**src/rtl/icache_direct_pkg.sv**
```systemverilog
// Shared constants, FSM state encodings and address-field width helpers for the
// direct-mapped instruction cache.
package icache_direct_pkg;

  localparam logic [31:0] NOP_INST = 32'h0000_0013;

  typedef enum logic [1:0] {
    ICACHE_IDLE   = 2'd0,
    ICACHE_REFILL = 2'd1,
    ICACHE_DRAIN  = 2'd2
  } icache_state_e;

  // Tag width left over after word offset, line offset and index are removed.
  function automatic int tag_bits(input int lines, input int words);
    return 32 - $clog2(lines) - $clog2(words) - 2;
  endfunction

endpackage

```
**src/rtl/icache_refill_ctrl.sv**
```systemverilog
// Refill sequencing for icache_direct: issue counter, memory-latency delay line
// that tracks which word is arriving, and the line-complete flag.
module icache_refill_ctrl #(
  parameter int WORDS       = 4,
  parameter int MEM_LATENCY = 1
) (
  input  logic                       clk,
  input  logic                       rst,
  input  logic                       issue_en,
  output logic [$clog2(WORDS)-1:0]   issue_idx,
  output logic                       issue_last,
  output logic                       cap_valid,
  output logic [$clog2(WORDS)-1:0]   cap_idx,
  output logic                       cap_last
);

  localparam int OFF_W = $clog2(WORDS);

  logic [OFF_W-1:0]       cnt_r;
  logic [MEM_LATENCY-1:0] dly_vld_r;
  logic [OFF_W-1:0]       dly_idx_r [MEM_LATENCY];

  // Issue counter wraps to zero after the last word, ready for the next refill.
  always_ff @(posedge clk) begin
    if (rst) begin
      cnt_r <= '0;
    end else if (issue_en) begin
      cnt_r <= cnt_r + OFF_W'(1);
    end else begin
      cnt_r <= cnt_r;
    end
  end

  // Delay line mirrors the memory latency; reset drops any word still in flight.
  always_ff @(posedge clk) begin
    if (rst) begin
      dly_vld_r <= '0;
      for (int i = 0; i < MEM_LATENCY; i++) begin
        dly_idx_r[i] <= '0;
      end
    end else begin
      for (int i = MEM_LATENCY - 1; i > 0; i--) begin
        dly_vld_r[i] <= dly_vld_r[i-1];
        dly_idx_r[i] <= dly_idx_r[i-1];
      end
      dly_vld_r[0] <= issue_en;
      dly_idx_r[0] <= cnt_r;
    end
  end

  assign issue_idx  = cnt_r;
  assign issue_last = issue_en & (cnt_r == OFF_W'(WORDS - 1));
  assign cap_valid  = dly_vld_r[MEM_LATENCY-1];
  assign cap_idx    = dly_idx_r[MEM_LATENCY-1];
  assign cap_last   = cap_valid & (cap_idx == OFF_W'(WORDS - 1));

endmodule

```
**src/rtl/icache_direct.sv**
```systemverilog
// Direct-mapped read-only instruction cache with combinational hit path and
// whole-line refill. Optional hit/miss counters under ICACHE_PERF_EN.
module icache_direct
  import icache_direct_pkg::*;
#(
  parameter int LINES       = 16,
  parameter int WORDS       = 4,
  parameter int MEM_LATENCY = 1
) (
  input  logic        clk,
  input  logic        rst,
  input  logic [31:0] cpu_addr,
  input  logic        cpu_req,
  input  logic        invalidate,
  output logic [31:0] cpu_inst,
  output logic        icache_stall,
  output logic [31:0] mem_addr,
  output logic        mem_rd_en,
  input  logic [31:0] mem_rdata
`ifdef ICACHE_PERF_EN
  ,
  output logic [31:0] perf_hits,
  output logic [31:0] perf_misses
`endif
);

  localparam int OFF_W = $clog2(WORDS);
  localparam int IDX_W = $clog2(LINES);
  localparam int TAG_W = tag_bits(LINES, WORDS);
  localparam int LO_W  = OFF_W + 2;

  icache_state_e          state_r, next_state_s;
  logic [LINES-1:0]       valid_r;
  logic [TAG_W-1:0]       tag_r  [LINES];
  logic [31:0]            data_r [LINES][WORDS];
  logic [31-LO_W:0]       line_r;
  logic                   inv_pend_r;

  logic [OFF_W-1:0]       offset_s;
  logic [IDX_W-1:0]       index_s;
  logic [TAG_W-1:0]       tag_s;
  logic                   hit_s, miss_s;
  logic [IDX_W-1:0]       fill_idx_s;
  logic [TAG_W-1:0]       fill_tag_s;
  logic                   unused_s;

  logic                   issue_en_s, issue_last_s, cap_valid_s, cap_last_s;
  logic [OFF_W-1:0]       issue_idx_s, cap_idx_s;

  assign offset_s   = cpu_addr[LO_W-1:2];
  assign index_s    = cpu_addr[LO_W +: IDX_W];
  assign tag_s      = cpu_addr[LO_W+IDX_W +: TAG_W];
  assign hit_s      = cpu_req & valid_r[index_s] & (tag_r[index_s] == tag_s);
  assign miss_s     = cpu_req & ~hit_s;
  assign fill_idx_s = line_r[IDX_W-1:0];
  assign fill_tag_s = line_r[IDX_W +: TAG_W];
  assign issue_en_s = (state_r == ICACHE_REFILL);
  assign unused_s   = ^cpu_addr[1:0];

  icache_refill_ctrl #(
    .WORDS       (WORDS),
    .MEM_LATENCY (MEM_LATENCY)
  ) u_refill_ctrl (
    .clk        (clk),
    .rst        (rst),
    .issue_en   (issue_en_s),
    .issue_idx  (issue_idx_s),
    .issue_last (issue_last_s),
    .cap_valid  (cap_valid_s),
    .cap_idx    (cap_idx_s),
    .cap_last   (cap_last_s)
  );

  // Next state and outputs; reset forces the idle output values immediately.
  always_comb begin
    next_state_s = state_r;
    cpu_inst     = NOP_INST;
    icache_stall = 1'b0;
    mem_rd_en    = 1'b0;
    mem_addr     = 32'h0000_0000;
    if (rst) begin
      next_state_s = ICACHE_IDLE;
    end else begin
      case (state_r)
        ICACHE_IDLE: begin
          if (hit_s) begin
            cpu_inst = data_r[index_s][offset_s];
          end else if (cpu_req) begin
            icache_stall = 1'b1;
            next_state_s = ICACHE_REFILL;
          end else begin
            cpu_inst = NOP_INST;
          end
        end
        ICACHE_REFILL: begin
          icache_stall = 1'b1;
          mem_rd_en    = 1'b1;
          mem_addr     = {line_r, issue_idx_s, 2'b00};
          if (issue_last_s) begin
            next_state_s = ICACHE_DRAIN;
          end else begin
            next_state_s = ICACHE_REFILL;
          end
        end
        ICACHE_DRAIN: begin
          icache_stall = 1'b1;
          if (cap_last_s) begin
            next_state_s = ICACHE_IDLE;
          end else begin
            next_state_s = ICACHE_DRAIN;
          end
        end
        default: begin
          next_state_s = ICACHE_IDLE;
        end
      endcase
    end
  end

  // State, valid bits and latched line; an invalidate seen mid-refill is held
  // and applied on completion so the just-filled line is dropped too.
  always_ff @(posedge clk) begin
    if (rst) begin
      state_r    <= ICACHE_IDLE;
      valid_r    <= '0;
      line_r     <= '0;
      inv_pend_r <= 1'b0;
    end else begin
      state_r <= next_state_s;
      if (state_r == ICACHE_IDLE) begin
        if (invalidate) valid_r <= '0;
        if (miss_s) line_r <= cpu_addr[31:LO_W];
        inv_pend_r <= 1'b0;
      end else if (cap_last_s) begin
        if (inv_pend_r | invalidate) begin
          valid_r <= '0;
        end else begin
          valid_r[fill_idx_s] <= 1'b1;
        end
        inv_pend_r <= 1'b0;
      end else begin
        inv_pend_r <= inv_pend_r | invalidate;
      end
    end
  end

  // Line storage; contents are only trusted once the valid bit is set.
  always_ff @(posedge clk) begin
    if (!rst && cap_valid_s) begin
      data_r[fill_idx_s][cap_idx_s] <= mem_rdata;
      if (cap_last_s) tag_r[fill_idx_s] <= fill_tag_s;
    end
  end

`ifdef ICACHE_PERF_EN
  // Saturating hit/miss counters, untouched by invalidate.
  always_ff @(posedge clk) begin
    if (rst) begin
      perf_hits   <= 32'h0000_0000;
      perf_misses <= 32'h0000_0000;
    end else if (state_r == ICACHE_IDLE) begin
      if (hit_s && (perf_hits != 32'hFFFF_FFFF)) perf_hits <= perf_hits + 32'd1;
      if (miss_s && (perf_misses != 32'hFFFF_FFFF)) perf_misses <= perf_misses + 32'd1;
    end
  end
`endif

endmodule

```
**config.mk**
```make
export PLATFORM = sky130hd
export DESIGN_NAME = icache_direct
export DESIGN_NICKNAME = d
export VERILOG_FILES = /design/src/rtl/icache_direct_pkg.sv /design/src/rtl/icache_refill_ctrl.sv /design/src/rtl/icache_direct.sv
export SDC_FILE = /design/constraint.sdc
export NUM_CORES = 2
export LEC_CHECK = 0
export ABC_AREA = 1
export BUFFER_PORTS_ARGS = -buffer_cell sky130_fd_sc_hd__buf_2
export CORE_UTILIZATION = 40
export DETAILED_ROUTE_END_ITERATION = 12
export GPL_ROUTABILITY_DRIVEN = 0
export SETUP_SLACK_MARGIN = 0.3
export SYNTH_ARGS = -nofsm -noshare
export SYNTH_HDL_FRONTEND = slang
export SYNTH_SLANG_ARGS = --single-unit
```
**constraint.sdc**
```tcl
create_clock -name clk -period 4.49 [get_ports clk]
set_input_delay 0.2245 -clock clk [delete_from_list [all_inputs] [get_ports clk]]
set_output_delay 0.2245 -clock clk [all_outputs]
set_load 0.01 [all_outputs]
```
# == Word level (Yosys, flattened, before mapping) ==
# Memories as Yosys holds them, arrays and structs flattened.
# Index checks and enable logic that the tools add are counted.
# op_classes
add_sub_neg,1
div_mod_pow,0
order_cmp,6
shift,0
reduce_logical,12
mul,0
n_mux,39
bitwise_logic,10
n_eq_ne,8
# op_table
operator,n
$mux 32,8
$mux 128,1
$bmux 32 s2,1
$demux 32 s2,1
$mux 16,4
$eq 24x24->1,1
$or 16x16->16,1
$mux 1,15
$lt 4x5->1 const B,2
$mux 2,5
$eq 2x2->1 const B,3
$ge 3x3->1 const B,2
$ne 2x2->1 const B,3
$not 2->3,2
$pmux 2 s3,1
$reduce_and 2->1,3
$and 1x1->1,5
$bmux 1 s4,1
$demux 1 s4,1
$ge 4x1->1 const B,1
$reduce_or 2->1,2
$logic_and 1x1->1,3
$lt 3x1->1 const B,1
$reduce_or 3->1,1
other kinds (8),8
# word_totals
rom_bits,0
latch_bits,0
out_inout_bits,66
mem_count,3
ramBits,2434
ff_bits,50
in_bits,68
# mem_list
memory,words,width,rd,rd_ports_with_merged_regs,write_ports,line_no,rtl
data_r,16,128,1,0,1,icache_direct.sv:35,logic [31:0] data_r [LINES][WORDS];
tag_r,16,24,1,0,1,icache_direct.sv:34,logic [TAG_W-1:0] tag_r [LINES];
u_refill_ctrl.dly_idx_r,1,2,1,0,1,icache_refill_ctrl.sv:21,logic [OFF_W-1:0] dly_idx_r [MEM_LATENCY];

# == Logic depth before layout (Yosys ltp) ==
# depth
word_depth,8
mapped_depth,21
ltp_nobuf,19

# == By module ==
# From an unflattened synthesis, not the netlist that was laid out.
# unflattened
hier_cells,7688
area_unflattened_um2,98798.5
# modules_own_cells
module,instances,area_each_um2,cells_per_inst,seq_area_each_um2
icache_direct,1,98618.3,7665,73970.9
icache_refill_ctrl,1,180.2,23,100.1

# == Least setup slack after synthesis ==
# No wires, ideal clock.
# synth_path
path_kind,reg2reg
start,memory u_refill_ctrl.dly_idx_r[0][1] (netlist name)
end,memory data_r[0][0] (netlist name) (enable)
required_ps,4069
path_stages_with_launch,6
arrival_time_ps,2423
n_path_buf,1
synth_period_minus_slack_ps,2845
path_slack_ps,1645
path_cell_list,dfxtp_1 inv_1 nor3_1 nand2_1 clkbuf_1 nor2_1
# synth_via
elab_chain_len,7
elab_cells_between_ends,8
# synth_lines
item,line_no,rtl
from (decl),icache_refill_ctrl.sv:21,
$mem_v2 1x2 (*),--,
$not 2->3 (implied by the code) (*),icache_direct.sv:150,data_r[fill_idx_s][cap_idx_s] <= mem_rdata;
$ge 3x3->1 (implied by the code) or $lt 3x1->1 (tied branches),icache_direct.sv:150,
$logic_and 1x1->1 (implied by the code),icache_direct.sv:150,
$mux 32 (implied by the code),icache_direct.sv:150,
$demux 32 s2 (*),icache_direct.sv:150,
$mux 128 (implied by the code) (*),icache_direct.sv:150,
to (decl),icache_direct.sv:35,
# Every way passes the cells marked *; elsewhere a longest branch is shown, timed or not.

# == Final worst setup path ==
# layout_path
start,input cpu_addr[6]
end,output cpu_inst[20]
# layout_via
elab_chain_len,7
elab_cells_between_ends,13
# layout_lines
item,line_no,rtl
from (decl),icache_direct.sv:12,"input logic [31:0] cpu_addr,"
$mem_v2 16x128 or $bmux 1 s4 (tied branches),--,
$bmux 32 s2 or $mux 1 (tied branches),"icache_direct.sv:87, icache_direct.sv:53",
$mux 32 (implied by the code) or $and 1x1->1 (tied branches) (2 in series),"icache_direct.sv:87, icache_direct.sv:53",
$mux 32 (*),icache_direct.sv:86,if (hit_s) begin
$mux 32 (*),icache_direct.sv:84,case (state_r)
$mux 32 (*),icache_direct.sv:81,if (rst) begin
to (decl),icache_direct.sv:15,"output logic [31:0] cpu_inst,"
# Every way passes the cells marked *; elsewhere a longest branch is shown, timed or not. The select of a mux whose other input is x is not followed.

==> impl_metrics.tcl <==
set metrics [dict create \
    status "complete, but fails checks" \
    violations "capacitance limit" \
    final_common_cell "edfxtp_1" \
    reg2reg_to "line_r[1]$_SDFFE_PP0P_" \
    ff2ff_setup_slack_ns 1.17 \
    overflow 0 \
    netlist_area_um2 98800 \
    cp.required_ns 4.27 \
    viasPerCell 5.84 \
    fp-row-count 182 \
    numPortBuffers 129 \
    antenna_found_initial 16 \
    p_sw_share_pct 22.5 \
    power.switching_mw 11.2 \
    drt-initial-drc-count 7535 \
    grt_pass1_vias 62994 \
    drv_cap 1 \
    gr-usage-all-layers_pct 23.0 \
    worst_pin_slew_ns 1.49 \
    drt-pass1-iter-count 6 \
    ys_types 34 \
    synthTopCellsByArea "edfxtp_1 74%, nand2_1 5.7%, nor2_1 3.0%" \
    wirelength_mm 291 \
    max_freq_mhz 244 \
    ys_warn_count 0 \
    vias 65274 \
    p_int_mw 38.5 \
    core_um2 246000 \
    die_h_um 499 \
    p_clk_share_pct 41.7 \
    ys_ff_latch 2484 \
    dp_hpwl_mm 154 \
    critPathArrivalTime_ns 3.87 \
    nets 7845 \
    finalCriticalPeriod_ns 4.09 \
    end_kind "output pin" \
    clockBufferDepth 4 \
    pwr-share-comb_pct 6.3 \
    avgSynthCellArea_um2 12.9 \
    cts_tree "built" \
    slew_headroom_pct 0.125 \
    finalSetupViolations 0 \
    slowest_delay_ns 0.61 \
    cts_setup_buffers 0 \
    holdPathStages 2 \
    cts-root-buf "clkbuf_16" \
    hold_path_end "data_r[3][51]$_DFFE_PP_" \
    irDropWorstVdd_uv 401 \
    seq_power_share_pct 52.0 \
    start_kind "input pin" \
    avgRoutedWirePerCell_um 26.0 \
    path_cells "dlygate4sd3_1 -> buf_8 -> inv_8 -> buf_12 -> a221oi_1 -> o311ai_0 -> nand3_1 -> nand2_1 -> nor2_1 -> buf_2" \
    layout-drive-gt1-share_pct 9.87 \
    ys_seq_area_share_pct 75.0 \
    cp_top_family "buffers and inverters" \
    cts_buffers 274 \
    final_cell_mix "2,432 x edfxtp_1, 1,502 x nand2_1, 704 x nor2_1" \
    cts-htree-levels 5 \
    synth.top_cell.area_share_pct 73.9 \
    fp.dieW_um 499 \
    netlist_instances 7638 \
    rsz0062_at_grt "false" \
    powerDensity_nw_per_um2 440 \
    grt_pass1_wl_mm 424 \
    drc 0 \
    path_max_fanout 120 \
    setup-tns-final_ns 0 \
    reg2reg_from "tag_r[9][10]$_DFFE_PP_" \
    antenna_left 0 \
    synth_area_leader_cell "edfxtp_1" \
    num_io_pins 134 \
    dieArea_um2 249000 \
    reg2reg_depth 17 \
    fin_util_pct 45.9 \
    clkTransAtPathRegs_ns 0.06 \
    hold_class "in -> reg" \
    layout_worst_path_cycle_share_pct 91.2 \
    initial_core_util_pct 40.2 \
    syn_to_final_growth_pct 14.2 \
    clock_latency_ns 0.91 \
    fin_skew_ns 0.0623 \
    drv_slew 0 \
    crit_buf_inv 5 \
    cts_sinks 2484 \
    grt_start_max_net_pins 211 \
    leakage_nw 37.5 \
    final_hold_viol_count 0 \
    worstSetupPathType "in -> out" \
    cp_slowest_cell "buf_12" \
    holdCritStartpoint "mem_rdata[19]" \
]
## state kept, by name (all words and copies together), names as in the netlist
| register | count |
|---|---|
| u_refill_ctrl.issue_idx | 2 |
| inv_pend_r | 1 |
| u_refill_ctrl.dly_idx_r | 2 |
| valid_r | 16 |
| u_refill_ctrl.cap_valid | 1 |
| data_r | 2048 |
| line_r | 28 |
| state_r | 2 |
| tag_r | 384 |
## worst max path at each step
stage                                                   from  slack (ns)  cells after the start                      to
finish                                           cpu_addr[6]        0.40                     10            cpu_inst[20]
global route                           tag_r[2][8]$_DFFE_PP_        0.32                     15             cpu_inst[0]
CTS                                    tag_r[2][8]$_DFFE_PP_        0.42                     16            cpu_inst[23]
detailed placement                               cpu_addr[4]        0.60                     12             cpu_inst[0]
global placement                                 cpu_addr[4]        0.63                     16            cpu_inst[19]
floorplan           u_refill_ctrl.dly_idx_r[0][1]$_SDFF_PP0_        1.65                      5  data_r[0][0]$_DFFE_PP_
## Yosys cell counts
| library cell | instances |
|---|---|
| o211ai_1 | 129 |
| clkinv_1 | 2 |
| buf_1 | 54 |
| buf_6 | 1 |
| ha_1 | 5 |
| a21oi_1 | 493 |
| nand3_1 | 344 |
| nor2_1 | 784 |
| and3b_1 | 1 |
| buf_2 | 96 |
| and2_1 | 1 |
| a311o_1 | 2 |
| nor4_1 | 1 |
| clkbuf_1 | 393 |
| o21ai_1 | 8 |
| conb_1 | 1 |
| nor3_1 | 7 |
| or2_2 | 4 |
| nand4_1 | 4 |
| o22a_1 | 1 |
| a32o_1 | 114 |
| nand3b_1 | 5 |
| o21ai_0 | 588 |
| inv_2 | 1 |
| o22ai_1 | 60 |
| buf_4 | 11 |
| a221oi_1 | 145 |
| edfxtp_1 | 2432 |
| o221ai_1 | 174 |
| nand2_1 | 1504 |
| inv_1 | 161 |
| o311ai_0 | 31 |
| a221o_1 | 29 |
| dfxtp_1 | 52 |
## cells by family (layout without fill, tap and decap cells)
logic type / after synthesis / count (layout) / synth area share (%)
buffers and inverters: 719 / 1031 / 2.90
adders and majority gates: 5 / 5 / 0.0633
DFF: 2484 / 2484 / 75.0
AOI/OAI and AO/OA: 1774 / 1774 / 11.5
and+or+nand+nor: 2655 / 2655 / 10.6
other: 1 / 7 / 0.00380
## metal layers
metal  GRT usage (%)  share of wire [%]  up-vias
li1                -                  -    28592
met1            31.9                 42    32973
met2            36.4                 46     3167
met3            4.38                9.1      538
met4            7.50                3.0        4
met5               0             0.0079        -
## area by class of cell
type	count	area, um^2
Antenna cell	5	12.5
Clock buffer	367	7390
Clock inverter	88	651
Fill cell	21377	133000
Inverter	164	646
Multi-Input combinational cell	4436	22500
Sequential cell	2484	74100
Tap cell	3220	4030
Timing Repair Buffer	412	3490
## power groups by stage
stage	clock network [mW]	registers, mW	logic (mW)
final	20.7	25.8	3.11
after global routing	21.7	25.8	3.37
after floorplan	0	26.2	1.67
after global placement	0	26.3	2.97
after CTS	20.9	25.8	3.07
after detailed placement	0	26.3	3.02
## repair_timing
| action | 4_1_cts | 5_1_grt |
|---|---|---|
| setup endpoints to repair | 24 | 28 |
| cloned | 0 | 0 |
| gates resized for setup | 1 | 2 |
| hold buffers | 52 | 0 |
| endpoints found under the hold margin | 826 | 0 |
## per-stage QoR
stage	setup WS (ns)	total power [mW]	hold WS (ns)	cells	area, um^2
finish	0.396	49.6	0.0415	11176	113000
global route	0.318	50.9	0.0348	11174	113000
floorplan	1.65	27.9	0.323	7639	98800
global placement	0.633	29.3	0.447	10664	104000
CTS	0.421	49.8	0.00981	11171	113000
detailed placement	0.596	29.3	0.457	10664	104000
(Power assumes the default switching activity.)
